==> src/rtl/dual_issue_queue.sv <==
// Purpose : in-order dual-issue pairing queue between decode and execute; offers the two
//           oldest entries as a pair when independent, else the oldest alone (oldest in slot 0).
// Latency : an enqueued entry is visible at the outputs the cycle after its write; outputs are
//           combinational from the head registers.
// Backpr. : in_ready drops when fewer than 2 entries are free (same-cycle pop not counted);
//           the offered group holds steady while out_ready is low.
//
// Ports:
//   clk, rst_n              clock (rising edge), asynchronous active-low reset
//   flush                   synchronous clear; overrides that cycle's enqueue and dequeue
//   in_valid[1:0]           lane valids (lane0 older); 01 = one, 11 = two, 10 ignored
//   in_instr0/in_instr1     lane instructions
//   in_ready                at least two free entries
//   out_valid[1:0]          00 none, 01 slot0 only, 11 pair
//   out_instr0/out_instr1   oldest / second-oldest entry
//   out_ready               downstream takes the whole offered group
//   occupancy               entries currently held
//   split_pulse             accepted group was single-issue because of a hazard
module dual_issue_queue #(
  parameter int INSTR_W   = 16,
  parameter int DEPTH     = 8,
  parameter int REG_W     = 3,
  parameter int RD_LSB    = 8,
  parameter int RS1_LSB   = 5,
  parameter int RS2_LSB   = 2,
  parameter int IMM_BIT   = 11,
  parameter int DUAL_EN   = 1,
  parameter int CHECK_WAR = 1
) (
  input  logic                       clk,
  input  logic                       rst_n,
  input  logic                       flush,
  input  logic [1:0]                 in_valid,
  input  logic [INSTR_W-1:0]         in_instr0,
  input  logic [INSTR_W-1:0]         in_instr1,
  output logic                       in_ready,
  output logic [1:0]                 out_valid,
  output logic [INSTR_W-1:0]         out_instr0,
  output logic [INSTR_W-1:0]         out_instr1,
  input  logic                       out_ready,
  output logic [$clog2(DEPTH):0]     occupancy,
  output logic                       split_pulse
);

  localparam int PTR_W = $clog2(DEPTH);
  localparam int OCC_W = PTR_W + 1;
  localparam logic DUAL_ON = (DUAL_EN != 0);
  localparam logic WAR_ON  = (CHECK_WAR != 0);

  // Storage and pointers. DEPTH is a power of two, so pointer arithmetic wraps for free.
  logic [INSTR_W-1:0] mem [DEPTH];
  logic [PTR_W-1:0]   rd_ptr;
  logic [PTR_W-1:0]   wr_ptr;
  logic [OCC_W-1:0]   occ_q;

  logic [PTR_W-1:0]   rd_ptr_p1;
  logic [PTR_W-1:0]   wr_ptr_p1;
  logic [INSTR_W-1:0] entry_a;
  logic [INSTR_W-1:0] entry_b;

  assign rd_ptr_p1 = rd_ptr + 1'b1;
  assign wr_ptr_p1 = wr_ptr + 1'b1;
  assign entry_a   = mem[rd_ptr];
  assign entry_b   = mem[rd_ptr_p1];

  // Register fields of the two head entries.
  logic [REG_W-1:0] a_rd, a_rs1, a_rs2;
  logic [REG_W-1:0] b_rd, b_rs1, b_rs2;
  logic             a_imm, b_imm;

  assign a_rd  = entry_a[RD_LSB  +: REG_W];
  assign a_rs1 = entry_a[RS1_LSB +: REG_W];
  assign a_rs2 = entry_a[RS2_LSB +: REG_W];
  assign a_imm = entry_a[IMM_BIT];
  assign b_rd  = entry_b[RD_LSB  +: REG_W];
  assign b_rs1 = entry_b[RS1_LSB +: REG_W];
  assign b_rs2 = entry_b[RS2_LSB +: REG_W];
  assign b_imm = entry_b[IMM_BIT];

  // Pairing hazard between older A and younger B:
  //   RAW: B reads A's destination (rs2 only counts for register-form B)
  //   WAW: both write the same destination
  //   WAR: B overwrites a source of A (optional; rs2 only for register-form A)
  logic raw_hz, waw_hz, war_hz, hazard;

  assign raw_hz = (b_rs1 == a_rd) | (!b_imm & (b_rs2 == a_rd));
  assign waw_hz = (b_rd == a_rd);
  assign war_hz = WAR_ON & ((b_rd == a_rs1) | (!a_imm & (b_rd == a_rs2)));
  assign hazard = raw_hz | waw_hz | war_hz;

  logic have_one, have_two;
  assign have_one = (occ_q != '0);
  assign have_two = (occ_q >= OCC_W'(2));

  // Offered group.
  always_comb begin
    out_valid = 2'b00;
    if (have_two) begin
      out_valid = (DUAL_ON && !hazard) ? 2'b11 : 2'b01;
    end else if (have_one) begin
      out_valid = 2'b01;
    end
  end

  assign out_instr0  = entry_a;
  assign out_instr1  = entry_b;
  // Only a hazard-induced split counts; a lone entry is not a split.
  assign split_pulse = out_ready & have_two & DUAL_ON & hazard;

  // in_ready looks only at registered occupancy, never at a same-cycle pop.
  assign in_ready  = (occ_q <= OCC_W'(DEPTH - 2));
  assign occupancy = occ_q;

  // Push / pop counts. Lane pattern 10 has no older instruction and is dropped.
  logic [1:0] push_cnt;
  logic [1:0] pop_cnt;

  always_comb begin
    push_cnt = 2'd0;
    if (in_ready) begin
      case (in_valid)
        2'b01:   push_cnt = 2'd1;
        2'b11:   push_cnt = 2'd2;
        default: push_cnt = 2'd0;
      endcase
    end
  end

  always_comb begin
    pop_cnt = 2'd0;
    if (out_ready) begin
      case (out_valid)
        2'b01:   pop_cnt = 2'd1;
        2'b11:   pop_cnt = 2'd2;
        default: pop_cnt = 2'd0;
      endcase
    end
  end

  logic [OCC_W-1:0] occ_next;
  assign occ_next = occ_q + OCC_W'(push_cnt) - OCC_W'(pop_cnt);

  always_ff @(posedge clk or negedge rst_n) begin
    if (!rst_n) begin
      rd_ptr <= '0;
      wr_ptr <= '0;
      occ_q  <= '0;
      for (int i = 0; i < DEPTH; i++) begin
        mem[i] <= '0;
      end
    end else if (flush) begin
      // Flush wins over any same-cycle enqueue or dequeue.
      rd_ptr <= '0;
      wr_ptr <= '0;
      occ_q  <= '0;
    end else begin
      if (push_cnt != 2'd0) begin
        mem[wr_ptr] <= in_instr0;
      end
      if (push_cnt == 2'd2) begin
        mem[wr_ptr_p1] <= in_instr1;
      end
      wr_ptr <= wr_ptr + PTR_W'(push_cnt);
      rd_ptr <= rd_ptr + PTR_W'(pop_cnt);
      occ_q  <= occ_next;
    end
  end

endmodule

==> config.mk <==
export PLATFORM = sky130hd
export DESIGN_NAME = dual_issue_queue
export DESIGN_NICKNAME = d
export VERILOG_FILES = /design/src/rtl/dual_issue_queue.sv
export SDC_FILE = /design/constraint.sdc
export NUM_CORES = 1
export LEC_CHECK = 0
export CAP_MARGIN = 20
export CORE_MARGIN = 3
export CORE_UTILIZATION = 40
export CTS_CLUSTER_SIZE = 12
export DETAILED_ROUTE_END_ITERATION = 8
export PLACE_DENSITY_LB_ADDON = 0.2
export SLEW_MARGIN = 10
export SYNTH_ARGS = -nofsm -noshare
export SYNTH_HDL_FRONTEND = slang
export SYNTH_SLANG_ARGS = --single-unit
==> constraint.sdc <==
create_clock -name clk -period 4.11 [get_ports clk]
set_input_delay 0.822 -clock clk [delete_from_list [all_inputs] [get_ports clk]]
set_output_delay 0.822 -clock clk [all_outputs]
set_load 0.005 [all_outputs]
======== Yosys cells after proc, flatten, opt, wreduce, memory -nomap -nowiden ========
Index checks and enable logic that the tools add are counted.
word-level totals
  register bits after elaboration ......... 138
  RAM bits ................................ 0
  bits in latches ......................... 0
  input bits .............................. 38
  ROM bits ................................ 0
  memories ................................ 0
operators by class
  add/subtract/negate cells ............... 6
  order comparisons ....................... 8
  multiply operators ...................... 0
  equal/unequal tests ..................... 10
  multiplexer cells ....................... 25
  shift operators ......................... 0
  reduce and logical (&&, ||, !) cells .... 6
  divide/modulo/power cells ............... 0
  bitwise logic cells ..................... 12
operators by type and width
  kind                 count
  $mux 128             3
  $bwmux 128           2
  $bmux 16 s3          2
  $demux 16 s3         2
  $mux 16              6
  $ge 4x4->1 const B   4
  $not 3->4            4
  $eq 3x3->1           5
  $lt 4x1->1 const B   2
  $mux 2               4
  $pmux 2 s2           2
  $add 3x1->3 const B  2
  $add 3x2->3          2
  $eq 2x2->1 const B   3
  $mux 3               2
  $add 4x2->4          1
  $and 1x1->1          4
  $eq 2x1->1 const B   2
  $ge 4x2->1 const B   1
  $le 4x3->1 const B   1
  $mux 4               1
  $or 1x1->1           4
  $reduce_bool 4->1    1
  $sub 4x2->4          1
  other kinds (4)      6

======== Depth between registers and ports, before layout ========
  word-level depth ........................ 17
  depth in mapped cells ................... 18
  gate-level depth less buffers ........... 15

======== Worst setup path after synthesis ========
Ideal clock, no wire load.
  path kind ............................... register -> register
  from .................................... reg rd_ptr[0]
  to ...................................... reg occ_q[3] (netlist: occupancy[3])
  path buffers ............................ 1
  arrival ................................. 4024 ps
  cell stages (with the launch flop) ...... 17
  library setup time ...................... 132 ps
  setup slack ............................. -46 ps
  path through ............................ dfrtp_1 -> ha_1 -> buf_6 -> mux4_1 -> xnor2_1 -> mux4_2 -> nand4b_1 -> o311a_1 -> or2_1 -> nor3b_1 -> fa_1 -> inv_1 -> ha_1 -> a21o_1 -> a21oi_1 -> xnor2_1 -> nor2_1
on the way
  word-level cells in the longest chain between the ends .. 17
ends and longest elaborated chain
  what                                           line  RTL
  from (decl)                                    52    logic [PTR_W-1:0] rd_ptr;
  from (signal assigned)                         164   rd_ptr <= rd_ptr + PTR_W'(pop_cnt);
  $add 3x1->3                                    61    assign rd_ptr_p1 = rd_ptr + 1'b1;
  $not 3->4 (implied by the code)                64    assign entry_b = mem[rd_ptr_p1];
  $bmux 16 s3                                    64
  $mux 16 (implied by the code) (2 in series)    64
  $eq 3x3->1 or $logic_not 1->1 (tied branches)  86    assign raw_hz = (b_rs1 == a_rd) | (!b_imm & (b_rs2 == a_rd));
  $and 1x1->1                                    86
  $or 1x1->1                                     86
  $or 1x1->1                                     89    assign hazard = raw_hz | waw_hz | war_hz;
  $or 1x1->1 (*)                                 89
  $mux 2 (*)                                     99    out_valid = (DUAL_ON && !hazard) ? 2'b11 : 2'b01;
  $mux 2 (*)                                     98    if (have_two) begin
  $eq 2x2->1 or $eq 2x1->1 (tied branches)       132   case (out_valid)
  $pmux 2 s2 (*)                                 132
  $mux 2 (*)                                     131   if (out_ready) begin
  $sub 4x2->4 (*)                                141   assign occ_next = occ_q + OCC_W'(push_cnt) - OCC_W'(pop_cnt);
  $mux 4 (*)                                     151   end else if (flush) begin
  to (signal assigned)                           165   occ_q <= occ_next;
  to (decl)                                      54    logic [OCC_W-1:0] occ_q;
Every way passes the cells marked *; elsewhere a longest branch is shown, timed or not. The select of a mux whose other input is x is not followed.
A chain may end at the register's enable or synchronous reset.

======== Worst setup path in the final report ========
  from .................................... reg rd_ptr[0]
  to ...................................... out split_pulse
on the way
  word-level cells in the longest chain between the ends .. 11
ends and longest elaborated chain
  what                                           line  RTL
  $add 3x1->3                                    61
  $not 3->4 (implied by the code)                64
  $bmux 16 s3                                    64
  $mux 16 (implied by the code) (2 in series)    64
  $eq 3x3->1 or $logic_not 1->1 (tied branches)  86
  $and 1x1->1                                    86
  $or 1x1->1                                     86
  $or 1x1->1                                     89
  $or 1x1->1 (*)                                 89
  $and 1x1->1 (*)                                108   assign split_pulse = out_ready & have_two & DUAL_ON & hazard;
  to (decl)                                      42    output logic split_pulse
Marked as above.

==> results.tsv <==
metric	value	unit
logic depth of the worst register-to-register path	14	
final routed DRC violation total	0	
synthesized-area fraction occupied by xor and xnor cells	0.03655	
count of clock tree sinks	138	
unrepaired setup endpoints after global routing	true	
count of synthesis-stage warnings from yosys	0	
Pins Over Slew Limit	0	
vias in the first global route	8465	
total standard cell area after synthesis	9552	sq um
Async S/R FF share, synth	1.000	
vias per std cell	6.585	
number of standard cells after synthesis	795	
routed length per instance	26.85	um
DP Area	11060	sq um
gr usage total	0.2560	
Final Skew	6.110	ps
Post-Place Setup Slack	-217.0	ps
classification of the worst-slack hold path	in2async	
Worst Max-Slew Pin Slew	1002	ps
synth top area cells	sky130_fd_sc_hd__dfrtp_1, sky130_fd_sc_hd__o22a_1, sky130_fd_sc_hd__mux4_2	
simple-gate area share of the yosys netlist	0.03629	
reported max-cap violation count	0	
end-of-flow core utilization	0.5242	
static leakage	4.532	nW
synthesized-area fraction occupied by ao, oa, aoi and oai cells	0.2621	
Non-Filler Instances	1231	
Hold Vio Cnt, Final	0	
clock insertion delay at the later pin of the skew report	430	ps
result of the run	complete, but fails checks	
instance count after placement with tap cells included	1183	
wire length after detailed routing	33.05	mm
power density normalized to cell area	853.8	nW/um^2
min Tclk post-route	4317	ps
global placement routability congestion	0.8662	
fin worst setup slack	-207.0	ps
cell at the root of the clock tree	sky130_fd_sc_hd__clkbuf_16	
remaining global-route overflow	0	
number of filler instances in the final layout	1974	
layout-stage area growth over the synthesis result	26.51	%
cell with the most instances after synthesis	sky130_fd_sc_hd__o22a_1	
Top Ports	78	
CTS tree	done	
peak supply drop	404.0	uV
Max Root-Sink Buffers	2	
number of distinct library cells after synthesis	51	
portion of the clock cycle consumed by the worst path in the final layout	1.050	
total CTS buffers	17	
Post-Synthesis Mean Instance Area	12.01	sq um
failing checks	negative setup slack	
cell taking the most area after synthesis	sky130_fd_sc_hd__dfrtp_1	
worst relative slew slack	0.3318	
antenna diode instance count	0	
kind of capture point of the worst setup path	primary output	
worst-path maximum fanout	5	
fraction of final layout cells with drive strength greater than 1	0.2930	
Total Power Consumption	10.32	mW
die boundary height	160.5	um
Finish-stage setup viols	5	
worst reg2reg endpoint	occupancy[1]$_DFF_PN0_	
FMAX	231.6	MHz
total non-filler cell area in the finished layout	12080	sq um
synthesized-area fraction occupied by adder cells	0.02148	
core area	23050	sq um
pin count of the biggest net entering global routing	89	
class of the most critical setup path	reg2out	
Port Buffer Count	77	
Post-synth EDFFs	0	
dominant synthesized flop cell	sky130_fd_sc_hd__dfrtp_1	
wire length of the first global-routing pass	50.97	mm
post-synthesis sequential area ratio	0.3615	
Post-Syn Nets	847	
Die W	160.5	um
number of flip-flops and latches in the synthesized netlist	138	
CP arrival	3500	ps
std cell rows	55	
initial antenna violation count	0	
effective utilization at floorplan	0.4143	
register-to-register setup slack	-150	ps
area share of the largest cell type after synthesis	0.3615	
vias after detailed routing	8106	
Antenna Nets Post-Route	0	
dominant combinational cell family by area after synthesis	compound AO/OA/AOI/OAI gates	
die footprint	25770	sq um
Worst Path Required	3290	ps
half-perimeter wire length after placement	22.42	mm
H-tree lvl count	4	
number of hold-repair buffers added at the cts stage	0	
cell types with the highest counts after synthesis	sky130_fd_sc_hd__o22a_1, sky130_fd_sc_hd__dfrtp_1, sky130_fd_sc_hd__mux4_2	
startpoint of the worst-slack reg-to-reg timing path	rd_ptr[0]$_DFF_PN0_	
fin nets	957	
first-pass iteration count of the detailed router	5	
Reg clk slew, reported paths	60	ps
multiplexer share of the synthesized area	0.2264	
Worst setup SP type	flip-flop	
violation count after the first detailed-routing iteration	899	
-- layout by cell type, fill, tap and decap left out, types with 3 or more instances in the layout --
| master | Yosys | routed |
|---|---|---|
| sky130_fd_sc_hd__inv_1 | 24 | 23 |
| sky130_fd_sc_hd__o21ai_0 | 5 | 5 |
| sky130_fd_sc_hd__xnor2_2 | 0 | 4 |
| sky130_fd_sc_hd__xor2_1 | 15 | 14 |
| sky130_fd_sc_hd__buf_6 | 4 | 6 |
| sky130_fd_sc_hd__nor2b_1 | 7 | 6 |
| sky130_fd_sc_hd__bufinv_16 | 0 | 7 |
| sky130_fd_sc_hd__mux4_1 | 9 | 4 |
| sky130_fd_sc_hd__o22a_1 | 256 | 256 |
| sky130_fd_sc_hd__mux2_2 | 21 | 21 |
| sky130_fd_sc_hd__clkbuf_16 | 0 | 17 |
| sky130_fd_sc_hd__dfrtp_1 | 138 | 136 |
| sky130_fd_sc_hd__buf_12 | 1 | 8 |
| sky130_fd_sc_hd__nor2_1 | 22 | 21 |
| sky130_fd_sc_hd__buf_4 | 4 | 94 |
| sky130_fd_sc_hd__clkinvlp_4 | 0 | 3 |
| sky130_fd_sc_hd__buf_8 | 0 | 4 |
| sky130_fd_sc_hd__clkdlybuf4s50_1 | 0 | 73 |
| sky130_fd_sc_hd__ha_1 | 10 | 7 |
| sky130_fd_sc_hd__mux4_2 | 65 | 70 |
| sky130_fd_sc_hd__xnor2_1 | 23 | 19 |
| sky130_fd_sc_hd__a21oi_1 | 12 | 11 |
| sky130_fd_sc_hd__nand3_1 | 9 | 9 |
| sky130_fd_sc_hd__mux2i_1 | 21 | 19 |
| sky130_fd_sc_hd__nand2_1 | 20 | 20 |
-- flip-flops by register name (all words and copies together) (netlist names) --
| name | cells |
|---|---|
| mem | 128 |
| occupancy | 4 |
| rd_ptr | 3 |
| wr_ptr | 3 |
-- critical path, cell delays in order (launching register included) --
cell,delay (ps)
sky130_fd_sc_hd__dfrtp_4,510
sky130_fd_sc_hd__ha_4,320
sky130_fd_sc_hd__buf_12,130
sky130_fd_sc_hd__mux4_2,540
sky130_fd_sc_hd__xor2_1,180
sky130_fd_sc_hd__o21ai_1,130
sky130_fd_sc_hd__a221oi_1,100
sky130_fd_sc_hd__or4_4,540
sky130_fd_sc_hd__buf_6,150
sky130_fd_sc_hd__o211a_4,240
sky130_fd_sc_hd__a21oi_2,120
sky130_fd_sc_hd__buf_2,120
-- kinds of logic after synthesis --
logic type               after synthesis
AO/OA/AOI/OAI                        293
flip-flops                           138
buffers and inverters                121
multiplexers                         117
AND/OR/NAND/NOR                       73
XOR/XNOR                              39
adder cells (fa/ha/maj)               14
-- worst max path at each step --
stage	startpoint	endpoint	slack [ps]	cells after the start
global route	rd_ptr[0]$_DFF_PN0_	split_pulse	-270	11
detailed placement	rd_ptr[0]$_DFF_PN0_	occupancy[3]$_DFF_PN0_	-220	16
floorplan	rd_ptr[0]$_DFF_PN0_	occupancy[3]$_DFF_PN0_	3	17
CTS	rd_ptr[0]$_DFF_PN0_	occupancy[3]$_DFF_PN0_	-120	15
global placement	rd_ptr[0]$_DFF_PN0_	occupancy[3]$_DFF_PN0_	-190	16
finish	rd_ptr[0]$_DFF_PN0_	split_pulse	-210	11
-- metrics by stage --
stage               setup TNS, ps  hold slack (ps)
floorplan                       0            468.7
global placement           -615.9            486.2
detailed placement         -808.0            500.2
CTS                        -355.3            514.1
global route                -1123            376.0
finish                     -721.1            341.3
-- per-layer routing --
layer  track usage  vias to the layer above  part of all wire
li1              -                     3390                 -
met1        0.3438                     4162              0.41
met2        0.4056                      455              0.47
met3       0.04256                       99             0.076
met4        0.1223                        0             0.045
met5             0                        -                 0
-- where the power goes --
part	switching [mW]	leakage, nW	internal (mW)
clock network	0.593	0.332	1.23
registers	0.543	1.72	1.91
logic	2.46	2.48	3.58
total	3.60	4.53	6.72
-- area by class of cell --
cell class	instances	area, sq um	area share
multi-input combinational	536	5683	0.4703
sequential	138	3458	0.2862
timing repair buffer	188	1762	0.1458
inverter	24	90.09	0.007455
clock inverter	12	242.7	0.02009
tap	313	391.6	0.03241
clock buffer	20	456.7	0.03779
-- timing repair --
item	in CTS	in global routing
pin swaps	17	21
buffers inserted	12	5
gates resized for setup	37	19
endpoints found under the setup margin	6	7
Power figures use the tool's default switching activity.
